<file path="src/rtl/ps2_rx_fifo.sv">
`default_nettype none
// ============================================================================
// Module      : ps2_rx_fifo
// Description : PS/2 device-to-host receiver with scan-code FIFO.
//               Synchronises and deglitches the raw PS/2 clock and data
//               lines, deserialises 11-bit frames (start, 8 data LSB-first,
//               odd parity, stop), validates them and buffers accepted bytes
//               in a FIFO read through a ready/read-ack handshake.
// Revision    : 1.0 - initial release
// ----------------------------------------------------------------------------
// Parameters
//   FILTER_LEN      consecutive equal samples needed to accept a clock change
//   TIMEOUT_CYCLES  clk cycles without a falling edge that abort a frame
//   FIFO_AW         FIFO address width, depth = 2**FIFO_AW bytes
// Ports
//   clk            in   system clock
//   reset          in   synchronous active-high reset
//   ps2_clk_i      in   raw PS/2 clock (asynchronous)
//   ps2_data_i     in   raw PS/2 data (asynchronous)
//   rx_scan_code   out  last popped scan code (registered)
//   rx_data_ready  out  FIFO non-empty (registered)
//   rx_read        in   pop request, one clk per byte
//   rx_overflow    out  1-cycle pulse, valid frame dropped on full FIFO
//   rx_frame_err   out  1-cycle pulse, frame rejected
// Configuration macro
//   PS2_PARITY_CHECK_EN  when defined, odd-parity failures reject the frame;
//                        otherwise the parity bit is clocked past and ignored.
// ============================================================================
module ps2_rx_fifo #(
  parameter int FILTER_LEN     = 8,
  parameter int TIMEOUT_CYCLES = 100000,
  parameter int FIFO_AW        = 4
) (
  input  logic       clk,
  input  logic       reset,
  input  logic       ps2_clk_i,
  input  logic       ps2_data_i,
  output logic [7:0] rx_scan_code,
  output logic       rx_data_ready,
  input  logic       rx_read,
  output logic       rx_overflow,
  output logic       rx_frame_err
);

  localparam int C_FW    = (FILTER_LEN > 1) ? $clog2(FILTER_LEN) : 1;
  localparam int C_TW    = $clog2(TIMEOUT_CYCLES + 1);
  localparam int C_DEPTH = 2 ** FIFO_AW;

  localparam logic [C_FW-1:0]    C_FILT_LAST = C_FW'(FILTER_LEN - 1);
  localparam logic [C_TW-1:0]    C_TO_LIMIT  = C_TW'(TIMEOUT_CYCLES);
  localparam logic [C_TW-1:0]    C_TO_ONE    = C_TW'(1);
  localparam logic [FIFO_AW:0]   C_CNT_ONE   = (FIFO_AW + 1)'(1);
  localparam logic [FIFO_AW:0]   C_CNT_FULL  = (FIFO_AW + 1)'(C_DEPTH);
  localparam logic [FIFO_AW-1:0] C_PTR_ONE   = FIFO_AW'(1);

  typedef enum logic [1:0] {
    ST_IDLE   = 2'd0,
    ST_DATA   = 2'd1,
    ST_PARITY = 2'd2,
    ST_STOP   = 2'd3
  } state_t;

  // --------------------------------------------------------------------------
  // Input synchronisers (idle level of the bus is high)
  // --------------------------------------------------------------------------
  logic r_clk_s1, r_clk_s2, r_dat_s1, r_dat_s2;

  always_ff @(posedge clk) begin
    if (reset) begin
      r_clk_s1 <= 1'b1;
      r_clk_s2 <= 1'b1;
      r_dat_s1 <= 1'b1;
      r_dat_s2 <= 1'b1;
    end else begin
      r_clk_s1 <= ps2_clk_i;
      r_clk_s2 <= r_clk_s1;
      r_dat_s1 <= ps2_data_i;
      r_dat_s2 <= r_dat_s1;
    end
  end

  // --------------------------------------------------------------------------
  // Clock deglitch filter: the filtered level flips only after FILTER_LEN
  // consecutive synchronised samples disagree with it; any agreeing sample
  // restarts the run, so short glitches never reach the FSM.
  // --------------------------------------------------------------------------
  logic            r_clk_filt;
  logic [C_FW-1:0] r_filt_cnt;
  logic            r_strobe;
  logic            w_filt_flip;

  assign w_filt_flip = (r_clk_s2 != r_clk_filt) && (r_filt_cnt == C_FILT_LAST);

  always_ff @(posedge clk) begin
    if (reset) begin
      r_clk_filt <= 1'b1;
      r_filt_cnt <= '0;
      r_strobe   <= 1'b0;
    end else begin
      r_strobe <= w_filt_flip && r_clk_filt;
      if (r_clk_s2 == r_clk_filt) begin
        r_filt_cnt <= '0;
      end else if (w_filt_flip) begin
        r_clk_filt <= r_clk_s2;
        r_filt_cnt <= '0;
      end else begin
        r_filt_cnt <= r_filt_cnt + C_FW'(1);
      end
    end
  end

  // --------------------------------------------------------------------------
  // Frame timeout counter (saturating)
  // --------------------------------------------------------------------------
  state_t          r_state, w_state_nxt;
  logic [C_TW-1:0] r_to_cnt;
  logic            w_timeout;

  assign w_timeout = (r_state != ST_IDLE) && (r_to_cnt == C_TO_LIMIT);

  always_ff @(posedge clk) begin
    if (reset) begin
      r_to_cnt <= '0;
    end else if (r_strobe || (r_state == ST_IDLE)) begin
      r_to_cnt <= '0;
    end else if (r_to_cnt != C_TO_LIMIT) begin
      r_to_cnt <= r_to_cnt + C_TO_ONE;
    end
  end

  // --------------------------------------------------------------------------
  // Frame FSM
  // --------------------------------------------------------------------------
  logic [2:0] r_bit_cnt, w_bit_cnt_nxt;
  logic [7:0] r_shift, w_shift_nxt;
  logic       r_push, w_push_set;
  logic       r_err,  w_err_set;
  logic       w_par_ok;

`ifdef PS2_PARITY_CHECK_EN
  logic r_par, w_par_nxt;
  // Odd parity: data bits plus parity bit must contain an odd number of ones.
  assign w_par_ok = ^{r_shift, r_par};
`else
  assign w_par_ok = 1'b1;
`endif

  always_ff @(posedge clk) begin
    if (reset) begin
      r_state   <= ST_IDLE;
      r_bit_cnt <= '0;
      r_shift   <= '0;
      r_push    <= 1'b0;
      r_err     <= 1'b0;
`ifdef PS2_PARITY_CHECK_EN
      r_par     <= 1'b0;
`endif
    end else begin
      r_state   <= w_state_nxt;
      r_bit_cnt <= w_bit_cnt_nxt;
      r_shift   <= w_shift_nxt;
      r_push    <= w_push_set;
      r_err     <= w_err_set;
`ifdef PS2_PARITY_CHECK_EN
      r_par     <= w_par_nxt;
`endif
    end
  end

  always_comb begin
    w_state_nxt   = r_state;
    w_bit_cnt_nxt = r_bit_cnt;
    w_shift_nxt   = r_shift;
    w_push_set    = 1'b0;
    w_err_set     = 1'b0;
`ifdef PS2_PARITY_CHECK_EN
    w_par_nxt     = r_par;
`endif
    if (w_timeout) begin
      w_state_nxt = ST_IDLE;
      w_err_set   = 1'b1;
    end else if (r_strobe) begin
      case (r_state)
        ST_IDLE: begin
          if (!r_dat_s2) begin
            w_state_nxt   = ST_DATA;
            w_bit_cnt_nxt = '0;
          end
        end
        ST_DATA: begin
          w_shift_nxt   = {r_dat_s2, r_shift[7:1]};
          w_bit_cnt_nxt = r_bit_cnt + 3'd1;
          if (r_bit_cnt == 3'd7) begin
            w_state_nxt = ST_PARITY;
          end
        end
        ST_PARITY: begin
`ifdef PS2_PARITY_CHECK_EN
          w_par_nxt   = r_dat_s2;
`endif
          w_state_nxt = ST_STOP;
        end
        default: begin
          if (r_dat_s2 && w_par_ok) begin
            w_push_set = 1'b1;
          end else begin
            w_err_set  = 1'b1;
          end
          w_state_nxt = ST_IDLE;
        end
      endcase
    end
  end

  // --------------------------------------------------------------------------
  // Scan-code FIFO. A pop in the same cycle as a push onto a full FIFO frees
  // the slot first, so the push is accepted without overflow.
  // --------------------------------------------------------------------------
  logic [7:0]         r_mem [C_DEPTH];
  logic [FIFO_AW-1:0] r_wr_ptr, r_rd_ptr;
  logic [FIFO_AW:0]   r_count, w_count_nxt;
  logic [7:0]         r_scan;
  logic               r_ready, r_overflow;
  logic               w_pop, w_full, w_push_ok;

  assign w_pop     = rx_read && (r_count != '0);
  assign w_full    = (r_count == C_CNT_FULL);
  assign w_push_ok = r_push && (!w_full || w_pop);

  always_comb begin
    w_count_nxt = r_count;
    if (w_push_ok && !w_pop) begin
      w_count_nxt = r_count + C_CNT_ONE;
    end else if (!w_push_ok && w_pop) begin
      w_count_nxt = r_count - C_CNT_ONE;
    end
  end

  always_ff @(posedge clk) begin
    if (w_push_ok) begin
      r_mem[r_wr_ptr] <= r_shift;
    end
  end

  always_ff @(posedge clk) begin
    if (reset) begin
      r_wr_ptr   <= '0;
      r_rd_ptr   <= '0;
      r_count    <= '0;
      r_scan     <= 8'h00;
      r_ready    <= 1'b0;
      r_overflow <= 1'b0;
    end else begin
      r_count    <= w_count_nxt;
      r_ready    <= (w_count_nxt != '0);
      r_overflow <= r_push && !w_push_ok;
      if (w_push_ok) begin
        r_wr_ptr <= r_wr_ptr + C_PTR_ONE;
      end
      if (w_pop) begin
        r_scan   <= r_mem[r_rd_ptr];
        r_rd_ptr <= r_rd_ptr + C_PTR_ONE;
      end
    end
  end

  assign rx_scan_code  = r_scan;
  assign rx_data_ready = r_ready;
  assign rx_overflow   = r_overflow;
  assign rx_frame_err  = r_err;

endmodule
`default_nettype wire

</file>
<file path="config.mk">
export PLATFORM = sky130hd
export DESIGN_NAME = ps2_rx_fifo
export DESIGN_NICKNAME = d
export VERILOG_FILES = /design/src/rtl/ps2_rx_fifo.sv
export SDC_FILE = /design/constraint.sdc
export NUM_CORES = 1
export LEC_CHECK = 0
export CAP_MARGIN = 20
export CORE_MARGIN = 1
export CORE_UTILIZATION = 61
export CTS_BUF_LIST = sky130_fd_sc_hd__clkbuf_8
export DETAILED_ROUTE_END_ITERATION = 10
export PLACE_DENSITY = 0.78
export SLEW_MARGIN = 0
export SYNTH_ARGS = -nofsm -noshare
export SYNTH_HDL_FRONTEND = slang
export SYNTH_SLANG_ARGS = --single-unit
export TNS_END_PERCENT = 10
</file>
<file path="constraint.sdc">
create_clock -name clk -period 6.9 [get_ports clk]
set_input_delay 1.38 -clock clk [delete_from_list [all_inputs] [get_ports clk]]
set_output_delay 1.38 -clock clk [all_outputs]
set_load 0.05 [all_outputs]
</file>
Yosys cells after proc, flatten, opt, wreduce, memory -nomap -nowiden. Memories as Yosys holds them, arrays and structs flattened. A register that Yosys moved wholly into a read port is not among the register bits. Index checks and enable logic that the tools add are counted.

Add/subtract/negate cells: 7. Multipliers: 0. Divide/modulo/power cells: 0. Magnitude comparators: 0. Eq/ne operators: 11. Shift-type cells: 0. Multiplexer cells: 14. Bitwise operators: 3. Reduce and logical (&&, ||, !) cells: 27.

Operators by type and width (number): $add 17x1->17 const B (1); $eq 17x17->1 const B (1); $ne 17x17->1 const B (1); $mux 5 (2); $reduce_bool 5->1 (2); $add 4x1->4 const B (2); $logic_and 1x1->1 (8); $mux 1 (7); $add 3x1->3 const B (2); $eq 3x3->1 const B (2); $pmux 2 s3 (1); $pmux 3 s2 (1); $reduce_and 3->1 (2); $reduce_or 3->1 (2); $reduce_or 6->1 (1); $add 5x1->5 const B (1); $eq 5x5->1 const B (1); $sub 5x1->5 const B (1); $mux 2 (2); $ne 2x2->1 const B (2); $reduce_and 4->1 (1); $reduce_bool 2->1 (2); $reduce_or 2->1 (2); $logic_not 1->1 (3); other kinds (9) (12).

Register bits after elaboration: 56. Bits in latches: 0. Memory bits (writable): 128. ROM bits: 0. Input port bits: 5. Output and inout port bits: 11. Logic and storage cells: 81. Memories: 1.

Memory list: r_mem (depth 16, bits a word 8, read ports 1, clocked after memory_dff 1, wr ports 1, RTL line 219) `logic [7:0] r_mem [C_DEPTH];`.

Logic depth before layout (Yosys ltp).
Depth after elaboration: 9. Depth in mapped cells: 9. Mapped depth without buffers: 7.

Worst setup path after synthesis. OpenSTA, ideal clock, no wires.

Path kind: input to register. From: input port rx_read. To: memory r_mem[3][0], enable pin. Data arrival time: 2.701 ns. Slack: 3.816 ns. Cell stages on the path: 5. Buffers on the path: 2. Path through: clkbuf_1 o31a_1 buf_2 nand2_1 nor3_1.

Longest elaborated chain between the ends: 5.

Ends and longest elaborated chain: start, declared (RTL line 40) `input logic rx_read,`; $logic_and 1x1->1 (RTL line 226) `assign w_pop = rx_read && (r_count != '0);`; $logic_or 1x1->1 (RTL line 228) `assign w_push_ok = r_push && (!w_full || w_pop);`; $logic_and 1x1->1 (RTL line 228); $mux 1 (RTL line 240) `if (w_push_ok) begin`; $mux 1 (implied by the code) (RTL line 241) `r_mem[r_wr_ptr] <= r_shift;`; end, declared (RTL line 219).

Every way passes these cells.

Worst setup path after layout.
From: input port rx_read. To: memory r_mem[3][2], enable pin.

Same word-level chain as after synthesis.

==> qor.yml <==
outcome:
  status: "finished clean"
critical_path:
  r2r_start: "r_count[0]"
  cp-endpoint: "r_mem[3][2]"
  crit_type: "primary input to flop"
  critPathMaxFanout: 15
  start_kind: "primary input"
  critPathArrivalTime_ns: 3.56
  worstPathCellList: "clkdlybuf4s50_1, o31a_1, nand2_1, nor3_1, clkbuf_2"
  crit_path_end_kind: "flop"
  slowest_delay_ns: 0.79
  cp_slowest_cell: "clkdlybuf4s50_1"
  r2r_cells: 7
  startpoint: "rx_read"
  r2r_setup_slack_ns: 4.10
  required_ns: 7.06
  r2r_end: "r_mem[3][2]"
yosys:
  postSynthCellCount: 536
  yosysTopAreaCell: "edfxtp_1"
  synth_top_area_share_pct: 49.2
  synth_seq_cells: 192
  avgSynthCellArea_um2: 14.6
  ys.flop_type: "edfxtp_1"
  ys_async_sr_fraction_pct: 0
  synth_edf_count: 128
  synth_cell_types: 59
  syn-num-nets: 558
  synth.area.top_cells: "edfxtp_1 (49%), dfxtp_1 (16%), mux4_2 (9.2%)"
  yosysMostFrequentCell: "edfxtp_1"
  yosysSeqAreaShare_pct: 65.6
  synth_common_cells: "edfxtp_1 (128), dfxtp_1 (64), nor2_1 (58)"
  syn_area_um2: 7810
  ys_warn_count: 0
placement:
  numPortBuffers: 15
  place.gp.congestion: 0.822
  dpl.hpwl_um: 9280
route:
  dr.first_iter.drc_count: 468
  firstDrtPassIters: 5
  avgViaCountPerCell: 5.98
  post_drt_wl_per_cell_um: 19.3
  num_vias: 4345
  wl_um: 14000
  drc: 0
  ant_nets: 0
hold_path:
  hold_path.class: "flop to flop"
pwr:
  combPwrFrac_pct: 22.8
  p_leak_nw: 2.82
  p_seq_share_pct: 50.7
  clockPowerShare_pct: 26.5
  p_switching_mw: 0.719
  intPower_mw: 1.80
  total_power_mw: 2.52
  power.density_nw_per_um2: 298
  p_sw_share_pct: 28.6
  ir_drop_mv: 0.182
clocking:
  cts-buffers-inserted: 17
  cts_max_level: 4
  cts.sinks: 192
  clk_latency_ns: 0.46
  cts_resized: 0
  clk_path_buf_depth: 2
  hold_buffers: 0
  cts_tree: "yes"
  post_cts_buffers: 0
  clockRootBuffer: "clkbuf_8"
  clk_pin_slew_ns: 0.09
grt:
  grt_pass1_vias: 4227
  grt_pass1_wl_um: 22500
  overflow: 0
  grt_max_degree: 47
  antenna_found_initial: 0
  grt_usage_pct: 23.5
sta:
  hold_viol: 0
  rsz0062_at_grt: "false"
  worstMarginPinSlew_ns: 0.745
  fin_crit_sh_pct: 49.3
  finalCriticalPeriod_ns: 3.40
  fmax_mhz: 294
  final.setup.tns_ns: 0
  slew_violations: 0
  skew_ns: 0.0162
  slew_headroom_pct: 50.1
  setup_viol: 0
cells_and_area:
  area_delta_synth_final_pct: 8.06
  drive_gt1_share_pct: 15.0
  diodes: 0
  multi_input_area_um2: 2480
  layout.nets: 568
  regArea_um2: 5130
  fill_cells: 793
die:
  die_height_um: 115
  die_area_um2: 13300
  chipWidth_um: 115
  coreArea_um2: 12300
  pin_count: 16
  num_rows: 40
  initial_core_util_pct: 63.7
job:
  cap_violations: 0
[layer usage]
layer  vias up  wire length [um]  global-route usage, %
met4         0               171                   8.31
met2       129              6500                   35.0
met3        16               726                   5.38
li1       2037                 -                      -
met5         -                 0                      0
met1      2163              6620                   34.4
[power groups by stage]
stage	sequential (mW)	clock, mW	combinational, mW
floorplan	1.35	0	0.434
global placement	1.30	0	0.563
detailed placement	1.30	0	0.574
CTS	1.28	0.682	0.576
finish	1.28	0.667	0.574
global route	1.28	0.724	0.622
[sequential cells by signal, indices dropped and copies added (netlist names), 2 cells and up]
name and cells:
r_bit_cnt 3, r_count 5, r_filt_cnt 3, r_mem 128
r_rd_ptr 4, r_shift 8, r_state 2, r_to_cnt 17
r_wr_ptr 4, rx_scan_code 8
[cell usage in the layout (no fill, tap or decap), types with 3 or more instances in the layout]
cell             instances
and2_1                   5
clkdlybuf4s50_1         15
edfxtp_1               128
buf_4                    3
mux2i_1                 12
nor2b_1                  3
nor4_1                   3
a31oi_1                  4
xnor2_1                 11
nor2_1                  58
nand2b_1                 3
a22oi_1                 18
or3_1                    5
nand3_1                  7
nand2_1                 18
clkinv_4                 4
inv_1                   17
nor3_1                  10
or2_2                    5
clkbuf_8                18
a21oi_1                 27
ha_1                    17
xor2_1                   9
clkinvlp_4               3
mux4_2                  32
nand4_1                  6
dfxtp_1                 63
o21ai_0                  4
nand3b_1                 3
[cells by family (layout without fill, tap and decap cells)]
group	count (synthesis)	in the layout	share of synthesized area [%]
XOR/XNOR	20	20	2.24
buffers and inverters	46	69	2.63
multiplexers	45	45	10.9
flip-flops	192	192	65.6
adder cells (fa/ha/maj)	17	17	2.72
AND/OR/NAND/NOR	142	142	9.30
AO/OA/AOI/OAI	74	74	6.60
[worst min-delay path by stage]
stage                  start  endpoint  cells past startpoint
detailed placement  r_clk_s1  r_clk_s2                      1
floorplan           r_clk_s1  r_clk_s2                      1
CTS                 r_clk_s1  r_clk_s2                      1
global placement    r_clk_s1  r_clk_s2                      1
global route        r_clk_s1  r_clk_s2                      1
finish              r_clk_s1  r_clk_s2                      1
[critical path, delay by kind of cell]
kind / cells / cell delay (ns)
simple gates: 2 / 0.71
compound gates: 1 / 0.41
buf+inv: 2 / 1.06
[stage by stage]
| step | utilization [%] | hold WS (ns) | worst slack, ns | instance area [um^2] | instances |
|---|---|---|---|---|---|
| global route | 68.8 | 0.436 | 3.39 | 8440 | 727 |
| finish | 68.8 | 0.416 | 3.50 | 8440 | 727 |
| global placement | 65.6 | 0.392 | 3.01 | 8050 | 691 |
| CTS | 68.6 | 0.418 | 3.28 | 8420 | 723 |
| detailed placement | 65.6 | 0.396 | 2.78 | 8050 | 691 |
| floorplan | - | 0.389 | 3.82 | 7810 | 536 |
[area by class of cell]
| cell class | instances | area share [%] |
|---|---|---|
| clock buffer | 18 | 2.93 |
| timing repair buffer | 22 | 2.34 |
| sequential | 192 | 60.7 |
| multi-input combinational | 298 | 29.4 |
| tap | 168 | 2.49 |
| clock inverter | 14 | 1.44 |
| inverter | 15 | 0.667 |
Power figures use the tool's default switching activity.
